[config.mk]
export PLATFORM = sky130hd
export DESIGN_NAME = sweep_ctrl
export DESIGN_NICKNAME = d
export VERILOG_FILES = /design/src/rtl/sweep_pkg.sv /design/src/rtl/rev_counter16.sv /design/src/rtl/sweep_ctrl.sv
export SDC_FILE = /design/constraint.sdc
export NUM_CORES = 1
export LEC_CHECK = 0
export CORE_MARGIN = 2
export CORE_UTILIZATION = 50
export DETAILED_ROUTE_END_ITERATION = 10
export HOLD_SLACK_MARGIN = 0.02
export PLACE_DENSITY_LB_ADDON = 0.3
export SLEW_MARGIN = 20
export SYNTH_ARGS = -nofsm -noshare
export SYNTH_HDL_FRONTEND = slang
export SYNTH_HIERARCHICAL = 1
export SYNTH_SLANG_ARGS = --single-unit
[constraint.sdc]
create_clock -name clk -period 2.9 [get_ports clk]
set_input_delay 0.58 -clock clk [delete_from_list [all_inputs] [get_ports clk]]
set_output_delay 0.58 -clock clk [all_outputs]
set_load 0.01 [all_outputs]
[src/rtl/sweep_pkg.sv]
// sweep_pkg: shared state encoding and default widths for the triangle-sweep sequencer.
package sweep_pkg;
    typedef enum logic [1:0] {IDLE, UP, DOWN, DONE} state_e;
    localparam int WIDTH_DEF = 16;
    localparam int CYC_W_DEF = 8;
endpackage

[src/rtl/rev_counter16.sv]
// rev_counter16: loadable up/down counter register stepped by the sweep sequencer.
module rev_counter16 #(
    parameter int W = 16
) (
    input  logic         clk,
    input  logic         rst,
    input  logic         load,
    input  logic [W-1:0] load_val,
    input  logic         en,
    input  logic         up,
    output logic [W-1:0] cnt
);
    logic [W-1:0] cnt_q;
    always_ff @(posedge clk) begin
        if (rst)       cnt_q <= '0;
        else if (load) cnt_q <= load_val;
        else if (en)   cnt_q <= up ? cnt_q + W'(1) : cnt_q - W'(1);
    end
    assign cnt = cnt_q;
endmodule

[src/rtl/sweep_ctrl.sv]
// sweep_ctrl: start/stop sequencer running a counter through lo..hi triangle sweeps.
// Optional `pause` input when SWEEP_PAUSE_EN is defined.
module sweep_ctrl
    import sweep_pkg::*;
#(
    parameter int WIDTH = WIDTH_DEF,
    parameter int CYC_W = CYC_W_DEF
) (
    input  logic             clk,
    input  logic             rst,
    input  logic             start,
    input  logic             stop,
`ifdef SWEEP_PAUSE_EN
    input  logic             pause,
`endif
    input  logic [WIDTH-1:0] lo,
    input  logic [WIDTH-1:0] hi,
    input  logic [CYC_W-1:0] cycles,
    output logic [WIDTH-1:0] cnt,
    output logic             dir,
    output logic             rc,
    output logic             busy,
    output logic             done,
    output logic             err
);
    state_e           state_q;
    logic [WIDTH-1:0] lo_q, hi_q;
    logic [CYC_W-1:0] cycles_q, trip_q, trip_d;
    logic             dir_q, busy_q, done_q, err_q;
    logic             paused, run, at_hi, at_lo, accept, finish, ld, en, up;

`ifdef SWEEP_PAUSE_EN
    assign paused = pause;
`else
    assign paused = 1'b0;
`endif

    always_comb begin
        run    = state_q == UP || state_q == DOWN;
        at_hi  = cnt == hi_q;
        at_lo  = cnt == lo_q;
        accept = state_q == IDLE && start && lo < hi;
        trip_d = trip_q + CYC_W'(1);
        finish = cycles_q != '0 && trip_d == cycles_q;
        ld     = accept;
        en     = run && !stop && !paused && !(state_q == DOWN && at_lo && finish);
        up     = state_q == UP ? !at_hi : at_lo;
        rc     = !paused && ((state_q == UP && at_hi) || (state_q == DOWN && at_lo));
    end

    rev_counter16 #(.W(WIDTH)) u_cnt (
        .clk     (clk),
        .rst     (rst),
        .load    (ld),
        .load_val(lo),
        .en      (en),
        .up      (up),
        .cnt     (cnt)
    );

    always_ff @(posedge clk) begin
        if (rst) begin
            state_q  <= IDLE;
            lo_q     <= '0;
            hi_q     <= '0;
            cycles_q <= '0;
            trip_q   <= '0;
            dir_q    <= 1'b0;
            busy_q   <= 1'b0;
            done_q   <= 1'b0;
            err_q    <= 1'b0;
        end else begin
            done_q <= 1'b0;
            err_q  <= state_q == IDLE && start && !(lo < hi);
            case (state_q)
                IDLE: if (accept) begin
                    lo_q     <= lo;
                    hi_q     <= hi;
                    cycles_q <= cycles;
                    trip_q   <= '0;
                    state_q  <= UP;
                    busy_q   <= 1'b1;
                    dir_q    <= 1'b1;
                end
                UP: if (stop) begin
                    state_q <= IDLE;
                    busy_q  <= 1'b0;
                    dir_q   <= 1'b0;
                end else if (!paused && at_hi) begin
                    state_q <= DOWN;
                    dir_q   <= 1'b0;
                end
                DOWN: if (stop) begin
                    state_q <= IDLE;
                    busy_q  <= 1'b0;
                end else if (!paused && at_lo) begin
                    trip_q <= trip_d;
                    if (finish) begin
                        state_q <= DONE;
                        busy_q  <= 1'b0;
                        done_q  <= 1'b1;
                    end else begin
                        state_q <= UP;
                        dir_q   <= 1'b1;
                    end
                end
                default: state_q <= IDLE;
            endcase
        end
    end

    assign dir  = dir_q;
    assign busy = busy_q;
    assign done = done_q;
    assign err  = err_q;
endmodule

# Yosys cells after proc, flatten, opt, wreduce, memory -nomap -nowiden
# Cells that the tools add are included.
# op_classes
shift	0
eq_ne	13
order_cmp	1
mul	0
add_sub_neg	3
div_mod_pow	0
bitwise_logic	2
muxes	28
reduce_logical	26
# ops
operator	count
2-to-1 mux 16 bit	3
== test 16 bit	2
2-to-1 mux 8 bit	3
adder 16 x 1 -> 16 bit, second input constant	1
less-than comparator 16 bit	1
one-hot mux 8 bit (2 select lines)	1
subtractor 16 x 1 -> 16 bit, second input constant	1
2-to-1 mux 1 bit	12
2-to-1 mux 2 bit	6
!= test 2 bit, second input constant	5
logical AND 1 bit	9
!= test 3 bit, second input constant	3
adder 8 x 1 -> 8 bit, second input constant	1
== test 8 bit	1
nonzero test 8 bit	1
one-hot mux 1 bit (3 select lines)	2
one-hot mux 2 bit (3 select lines)	1
AND reduction 6 bit	1
AND reduction 5 bit	1
logical NOT 1 bit	4
AND reduction 4 bit	1
nonzero test 2 bit	2
OR reduction 4 bit	1
AND reduction 3 bit	1
7 further kinds	9
# word_totals
ram_bits	0
register_bits	70
latch_bits	0
elab_cells	83
n_memories	0
out_inout_bits	21
romBits	0
input_bits	44

# Longest topological paths before layout
# Gate-level depths: netlist of run 1.
# logic_depth
ltp_word	8
mapped_depth	14
ltp_nobuf	13

# Modules after synthesis
# Netlist of run 1, hierarchy kept.
# modules_own_cells
mod	area_per_inst_um2	cells_each	seq_area_each_um2	instances
sweep_ctrl	3256.9	353	1081.0	1
rev_counter16	1436.4	177	320.3	1

# Worst setup path before layout of run 1
# No wires, ideal clock.
# synth_path
kind	reg-to-reg
from	register u_cnt.cnt_q[5] (netlist: u_cnt/cnt[5])
to	register u_cnt.cnt_q[12] (netlist: u_cnt/cnt[12])
path_slack_ps	-328
t_arrival_ps	3154
required_time_ps	2827
period_less_slack_ps	3228
n_path_buf	0
setup_ps	73
stages_incl_launch_ff	13
path_cell_list	dfxtp_1 xnor2_1 nand4_1 nor4_4 o21a_1 inv_1 ha_1 nor2b_4 o2111ai_1 a21oi_1 o21a_1 or4_4 o211ai_2
# synth_between
elab_chain_len	6
elab_cells_between_ends	14
# synth_lines
item	line	text
from (decl)	rev_counter16.sv:13	logic [W-1:0] cnt_q;
from (signal assigned)	rev_counter16.sv:16	else if (load) cnt_q <= load_val;
from (signal assigned)	rev_counter16.sv:17	else if (en) cnt_q <= up ? cnt_q + W'(1) : cnt_q - W'(1);
== test 16 bit	sweep_ctrl.sv:40	at_hi = cnt == hi_q;
logical NOT 1 bit	sweep_ctrl.sv:47	up = state_q == UP ? !at_hi : at_lo;
2-to-1 mux 1 bit (*)	sweep_ctrl.sv:47	
net up	sweep_ctrl.sv:30	logic paused, run, at_hi, at_lo, accept, finish, ld, en, up;
2-to-1 mux 16 bit (*) (2 in a row)	rev_counter16.sv:17	
2-to-1 mux 16 bit (*)	rev_counter16.sv:16	
# Mark *: on every way through the listed nets, which the timed path passes. The rest lies on a longest branch. The select of a mux whose other input is x is not followed.
# A chain may end at the register's enable or synchronous reset.

# Final worst setup path of run 1
# layout_path
from	register hi_q[6]
to	register u_cnt.cnt_q[10] (netlist: u_cnt/cnt[10])
# layout_between
elab_chain_len	6
# layout_lines
item	line	text
from (decl)	sweep_ctrl.sv:27	logic [WIDTH-1:0] lo_q, hi_q;
from (signal assigned)	sweep_ctrl.sv:78	hi_q <= hi;
== test 16 bit	sweep_ctrl.sv:40	
logical NOT 1 bit	sweep_ctrl.sv:47	
2-to-1 mux 1 bit	sweep_ctrl.sv:47	
net up	sweep_ctrl.sv:30	
2-to-1 mux 16 bit (2 in a row)	rev_counter16.sv:17	
2-to-1 mux 16 bit	rev_counter16.sv:16	
# The timed path passes the listed nets, and every way through them passes these cells. The select of a mux whose other input is x is not followed.

==> results of run 1 <==
==> placed cells by master (no fill, tap or decap), types with 9 or more instances in the layout <==
master	count
a21o_1	12
a21oi_1	30
buf_4	104
buf_6	9
clkbuf_8	9
clkdlybuf4s50_1	60
dfxtp_1	52
dfxtp_2	9
dfxtp_4	9
ha_1	21
ha_4	11
inv_1	25
mux2i_1	46
nand2_1	21
nand4_1	13
nor2_1	59
xnor2_1	24
xnor2_2	15
xor2_1	11
==> cell usage after synthesis (all sizes together), types with 9 or more instances <==
cell type   n  area, um^2
a211oi     10        80.1
a21o       12        90.1
a21oi      37         193
buf         9        55.1
clkbuf     11        41.3
dfxtp      70        1400
ha         34         425
inv        26        97.6
mux2i      48         480
nand2      25        96.4
nand4      13        81.3
nor2       61         231
o21ai      13        65.1
xnor2      42         368
xor2       12         105
==> worst min-delay path: cells and delay by family (launching register included) <==
family,cells,cell delay [ns]
AND/OR/NAND/NOR,1,0.07
flip-flops,1,0.36
multiplexers,1,0.08
==> worst min-delay path by stage <==
stage / start / to / slack (ns) / depth (start not counted)
after CTS: hi_q[8] / hi_q[8] / 0.53 / 2
after detailed placement: hi_q[2] / hi_q[2] / 0.51 / 2
after floorplan: lo_q[10] / lo_q[10] / 0.48 / 2
final: hi_q[10] / hi_q[10] / 0.54 / 2
after global placement: lo_q[11] / lo_q[11] / 0.50 / 2
after global routing: hi_q[5] / hi_q[5] / 0.56 / 2
==> repair_timing <==
action	4_1_cts	5_1_grt
gates resized for setup	49	44
pin swaps	12	27
endpoints found under the setup margin	46	57
hold endpoints to repair	0	0
setup buffers	3	8
gates cloned	1	2
==> logic make-up after synthesis <==
group,share of synthesized area
simple gates,0.198
fa+ha+maj,0.0949
xor+xnor,0.101
buf+inv,0.0413
mux,0.105
compound gates,0.162
flops,0.299
==> through the flow <==
stage / area (um^2) / hold slack (ns) / util
floorplan: 4840 / 0.482 / -
global placement: 6320 / 0.495 / 0.690
detailed placement: 6320 / 0.506 / 0.690
CTS: 6800 / 0.532 / 0.743
global route: 7150 / 0.560 / 0.781
finish: 7150 / 0.541 / 0.781
==> metal layers <==
layer | GRT usage | up-vias
met5 | 0 | -
met4 | 0.151 | 0
met3 | 0.0472 | 79
met2 | 0.524 | 249
met1 | 0.356 | 2405
li1 | - | 2261
==> power by group through the flow <==
stage / Sequential [W] / Clock, W / Combinational (W)
final: 0.00136 / 0.000859 / 0.00457
after global routing: 0.00137 / 0.000903 / 0.00485
after CTS: 0.00133 / 0.000839 / 0.00400
after detailed placement: 0.00131 / 0 / 0.00370
after global placement: 0.00130 / 0 / 0.00358
after floorplan: 0.00137 / 0 / 0.00221
==> area by class of cell <==
type	instances	area, um^2	share of cell area
inverters	26	105	0.0147
repair inverters	1	8.76	0.00123
multi-input cells	414	3600	0.504
flip-flops and latches	70	1450	0.202
clock inverters	5	56.3	0.00788
clock buffers	11	153	0.0214
well taps	111	139	0.0194
repair buffers	182	1630	0.229
==> state kept, by name, summed over array words and instances (netlist names) <==
name and flops:
hi_q 16, err 1, state_q 2, trip_q 8, cycles_q 8, lo_q 16, busy 1, done 1
u_cnt/cnt 16, dir 1
==> results.toml, run 1 <==
[clock_tree]
clock_latency_ns = 0.36
root_buffer = "clkbuf_8"
cts_tree = "done"
clk_pin_slew_ns = 0.08
cts.path.max_buffers = 2
cts.sinks = 70
cts_hold_buf = 0
cts_made_buffers = 9
htreeDepth = 3

[final_layout]
finalNetCount = 783
drive_above_1_share = 0.330
nFillCells = 519
syn2layout_area_growth_pct = 52.3
diodes = 0
fin_cells = 820

[outcome]
violations = "setup timing"
outcome = "finished, violations left"

[place]
dp_hpwl_um = 10500
dpl.cell_count = 790
dp_slack_ns = -0.469
io_buffers = 64
gp_congestion = 0.905

[timing]
hold_violations = 0
fin_crit_ns = 3.30
max_freq_mhz = 303
finalClockSkew_ns = 0.0122
fin_crit_sh = 1.14
finalSetupViolations = 28
rsz0062_at_grt = "true"
drv_slew = 0
worst_slack_ns = -0.403
tightest_slew_ns = 0.610
setup_tns_ns = -3.40
max-slew-margin-rel = 0.593

[logic_synthesis]
async_reset_ff_frac = 0
yosys_warnings = 6
yosys_register_bits = 70
synth.yosys.seq_area_share = 0.299
ys_types = 68
synthFlopType = "dfxtp_1"
synth_area_um2 = 4690
synth_edf_count = 0
syn_inst = 530
avgSynthCellArea_um2 = 8.86
synth_fp_nets = 609

[grt]
overflow = 0
grt_max_degree = 49
grt_pass1_wl_um = 24000
grt_pass1_vias = 4858
antenna_found_initial = 0
grt_usage = 0.300

[detailed_routing]
vias_per_cell = 6.09
met1Wirelength_um = 6540
wl_per_cell_um = 21.0
top_layer_used = "met4"
routed-via-count = 4994
totalWireLength_um = 17200
drtAntennaViolNets = 0
drtIter0Drc = 433
drt_first_pass_iters = 6
drc = 0
dr_wl_met2_um = 8440
route.met3.wl_um = 1060

[die]
ios = 65
die_w_um = 101
die_area_um2 = 10200
core_area_um2 = 9150
die_y_um = 101
start_util = 0.513
rows = 35

[setup_path]
critPathBufInv = 3
critPathCapture = "u_cnt/cnt[10]"
worstPathArrival_ns = 3.60
cp-start-kind = "register"
cp_num_cells = 15
r2r-start = "hi_q[6]"
r2r-end = "u_cnt/cnt[10]"
slowest_delay_ns = 0.36
cp_top_family = "compound AO/OA/AOI/OAI gates"
crit_path_end_kind = "register"
crit_start = "hi_q[6]"
crit_top_cell = "buf_4"
worst_path_max_delay_cell = "fa_2"
r2r_setup_slack_ns = -0.40
worstPathMaxFanout = 3
reg2reg_depth = 15
path_class = "register to register"
required_ns = 3.19
crit_chain = "xnor2_1 -> nand4_1 -> nor4_2 -> buf_4 -> nand2_2 -> o21a_4 -> buf_4 -> buf_6 -> fa_2 -> nor2b_4 -> o2111ai_4 -> a21oi_2 -> nor3_1 -> o211ai_1 -> o2111a_1"

[flow_run]
drv_cap = 0

[power_and_ir_drop]
p_int_w = 0.00396
max-vdd-ir-drop_mv = 0.878
power_w = 0.00678
leakagePower_nw = 2.94
power.share.combinational = 0.673
p_sw_frac = 0.416
p_switching_w = 0.00283
p_clk_frac = 0.127
p_seq_frac = 0.200
p_per_area_nw_per_um2 = 949

[worst_hold_path]
hold_class = "register to register"
Note: power is estimated with default switching activity, not from simulation.
==> run 2: changes to the inputs <==
- CTS_CLUSTER_DIAMETER: not set -> 80
==> results of run 2 <==
No change in the layout: final DEF, timing and power equal those of run 1.
==> run 3: changes to the inputs <==
- CORE_UTILIZATION: 50 -> 58
- DONT_BUFFER_PORTS: not set -> 1
==> run 3 against run 2 <==
Effect of this change: the flow still finishes with violations (setup timing); fmax is 12% higher; first-iteration DRC count shrank 29%; critical path depth down 3; clock power decreased by 9.0%; die area is 13% lower; critical endpoint is now u_cnt/cnt[12].
==> results.toml, run 3 (same netlist as run 1, synthesis figures left out) <==
[setup_path]
path_class = "register to register"
worstPathArrival_ns = 3.24
worstPathMaxFanout = 7
r2r_setup_slack_ns = -0.06
cp-start-kind = "register"
required_ns = 3.18
crit_path_end_kind = "register"

[detailed_routing]
drtAntennaViolNets = 0
totalWireLength_um = 13700
wl_per_cell_um = 19.8
drc = 0
drt_first_pass_iters = 5
vias_per_cell = 6.23
drtIter0Drc = 308
routed-via-count = 4313

[timing]
tightest_slew_ns = 0.550
hold_violations = 0
max_freq_mhz = 338
finalSetupViolations = 3
rsz0062_at_grt = "true"
max-slew-margin-rel = 0.629
drv_slew = 0
fin_crit_ns = 2.96
finalClockSkew_ns = 0.0105
fin_crit_sh = 1.02
worst_slack_ns = -0.0598

[power_and_ir_drop]
p_per_area_nw_per_um2 = 1010
power.share.combinational = 0.638
p_clk_frac = 0.133
power_w = 0.00589
p_switching_w = 0.00248
max-vdd-ir-drop_mv = 0.823
p_int_w = 0.00341
leakagePower_nw = 2.37
p_sw_frac = 0.421
p_seq_frac = 0.229

[clock_tree]
clock_latency_ns = 0.36
root_buffer = "clkbuf_8"
cts.sinks = 70
clk_pin_slew_ns = 0.07
htreeDepth = 3
cts_hold_buf = 0
cts_tree = "done"
cts.path.max_buffers = 2
cts_made_buffers = 9

[final_layout]
final_cell_mix = "59 x nor2_1, 55 x buf_4, 49 x dfxtp_1, 48 x mux2i_1, 31 x a21oi_1"
syn2layout_area_growth_pct = 24.5
diodes = 0
fin_cells = 692
finalNetCount = 664
drive_above_1_share = 0.280
final_common_cell = "nor2_1"

[worst_hold_path]
hold_class = "primary input to register"

[outcome]
outcome = "finished, violations left"
violations = "setup timing"

[grt]
grt_pass1_vias = 4146
antenna_found_initial = 0
grt_pass1_wl_um = 21000
grt_usage = 0.306
grt_max_degree = 76
overflow = 0

[die]
die_w_um = 94.0
rows = 32
die_y_um = 94.0
die_area_um2 = 8830
start_util = 0.604
core_area_um2 = 7770
ios = 65

[flow_run]
drv_cap = 0

[place]
dp_hpwl_um = 9680
gp_congestion = 0.886
io_buffers = 0
dpl.cell_count = 669
==> run 3: metal layers <==
metal,global-route usage,vias to the layer above,part of all wire
met3,0.0514,36,0.073
met1,0.382,2074,0.39
met4,0.107,0,0.027
met2,0.532,188,0.51
met5,0,-,0
li1,-,2015,-
==> run 3: stage by stage <==
step / cell area (um^2) / hold slack, ns / TNS, ns / utilization / setup slack [ns]
after floorplan: 4840 / 0.482 / -0.197 / - / -0.0789
after global placement: 5320 / 0.494 / -0.367 / 0.685 / -0.0816
after detailed placement: 5320 / 0.508 / -0.660 / 0.685 / -0.195
after CTS: 5580 / 0.282 / 0 / 0.719 / 0.00932
after global routing: 5840 / 0.279 / -1.01 / 0.752 / -0.200
final: 5840 / 0.293 / -0.119 / 0.752 / -0.0598
==> run 3: worst paths after layout <==
check                        to       from  cells past startpoint
hold reg to reg       trip_q[1]  trip_q[1]                      2
setup reg to reg  u_cnt/cnt[12]    lo_q[0]                     12
hold / removal         hi_q[12]        rst                      1
setup / recovery  u_cnt/cnt[12]    lo_q[0]                     12
==> run 3: final cells by class <==
type                            instances  area, um^2
Sequential cell                        70        1450
Multi-Input combinational cell        414        3440
Timing Repair Buffer                   63         520
Clock buffer                           13         180
Fill cell                             530        1930
Tap cell                              102         128
Inverter                               26         105
Clock inverter                          3        15.0
Timing Repair inverter                  1        8.76
==> run 3: timing repair <==
item / CTS / global route
gates resized for setup: 14 / 44
pin swaps: 6 / 25
gates cloned: 1 / 0
setup endpoints to repair: 10 / 14
setup buffers: 0 / 6
==> run 3: worst max-delay path: stages (launching register included) <==
cell and delay [ns]:
dfxtp_1 0.33, xnor2_1 0.29, nand4_1 0.20, nor4_4 0.29, o21a_4 0.25, inv_8 0.07, ha_4 0.22, a21o_1 0.22
a21oi_2 0.20, a21oi_2 0.09, o21a_1 0.21, or4_4 0.43, o211ai_2 0.09
==> run 3: power groups by stage <==
stage                     Combinational, W  Clock [W]  Sequential, W
after floorplan                    0.00221          0        0.00137
after global placement             0.00314          0        0.00131
after detailed placement           0.00323          0        0.00132
after CTS                          0.00335   0.000781        0.00131
after global routing               0.00405   0.000824        0.00137
final                              0.00376   0.000782        0.00135
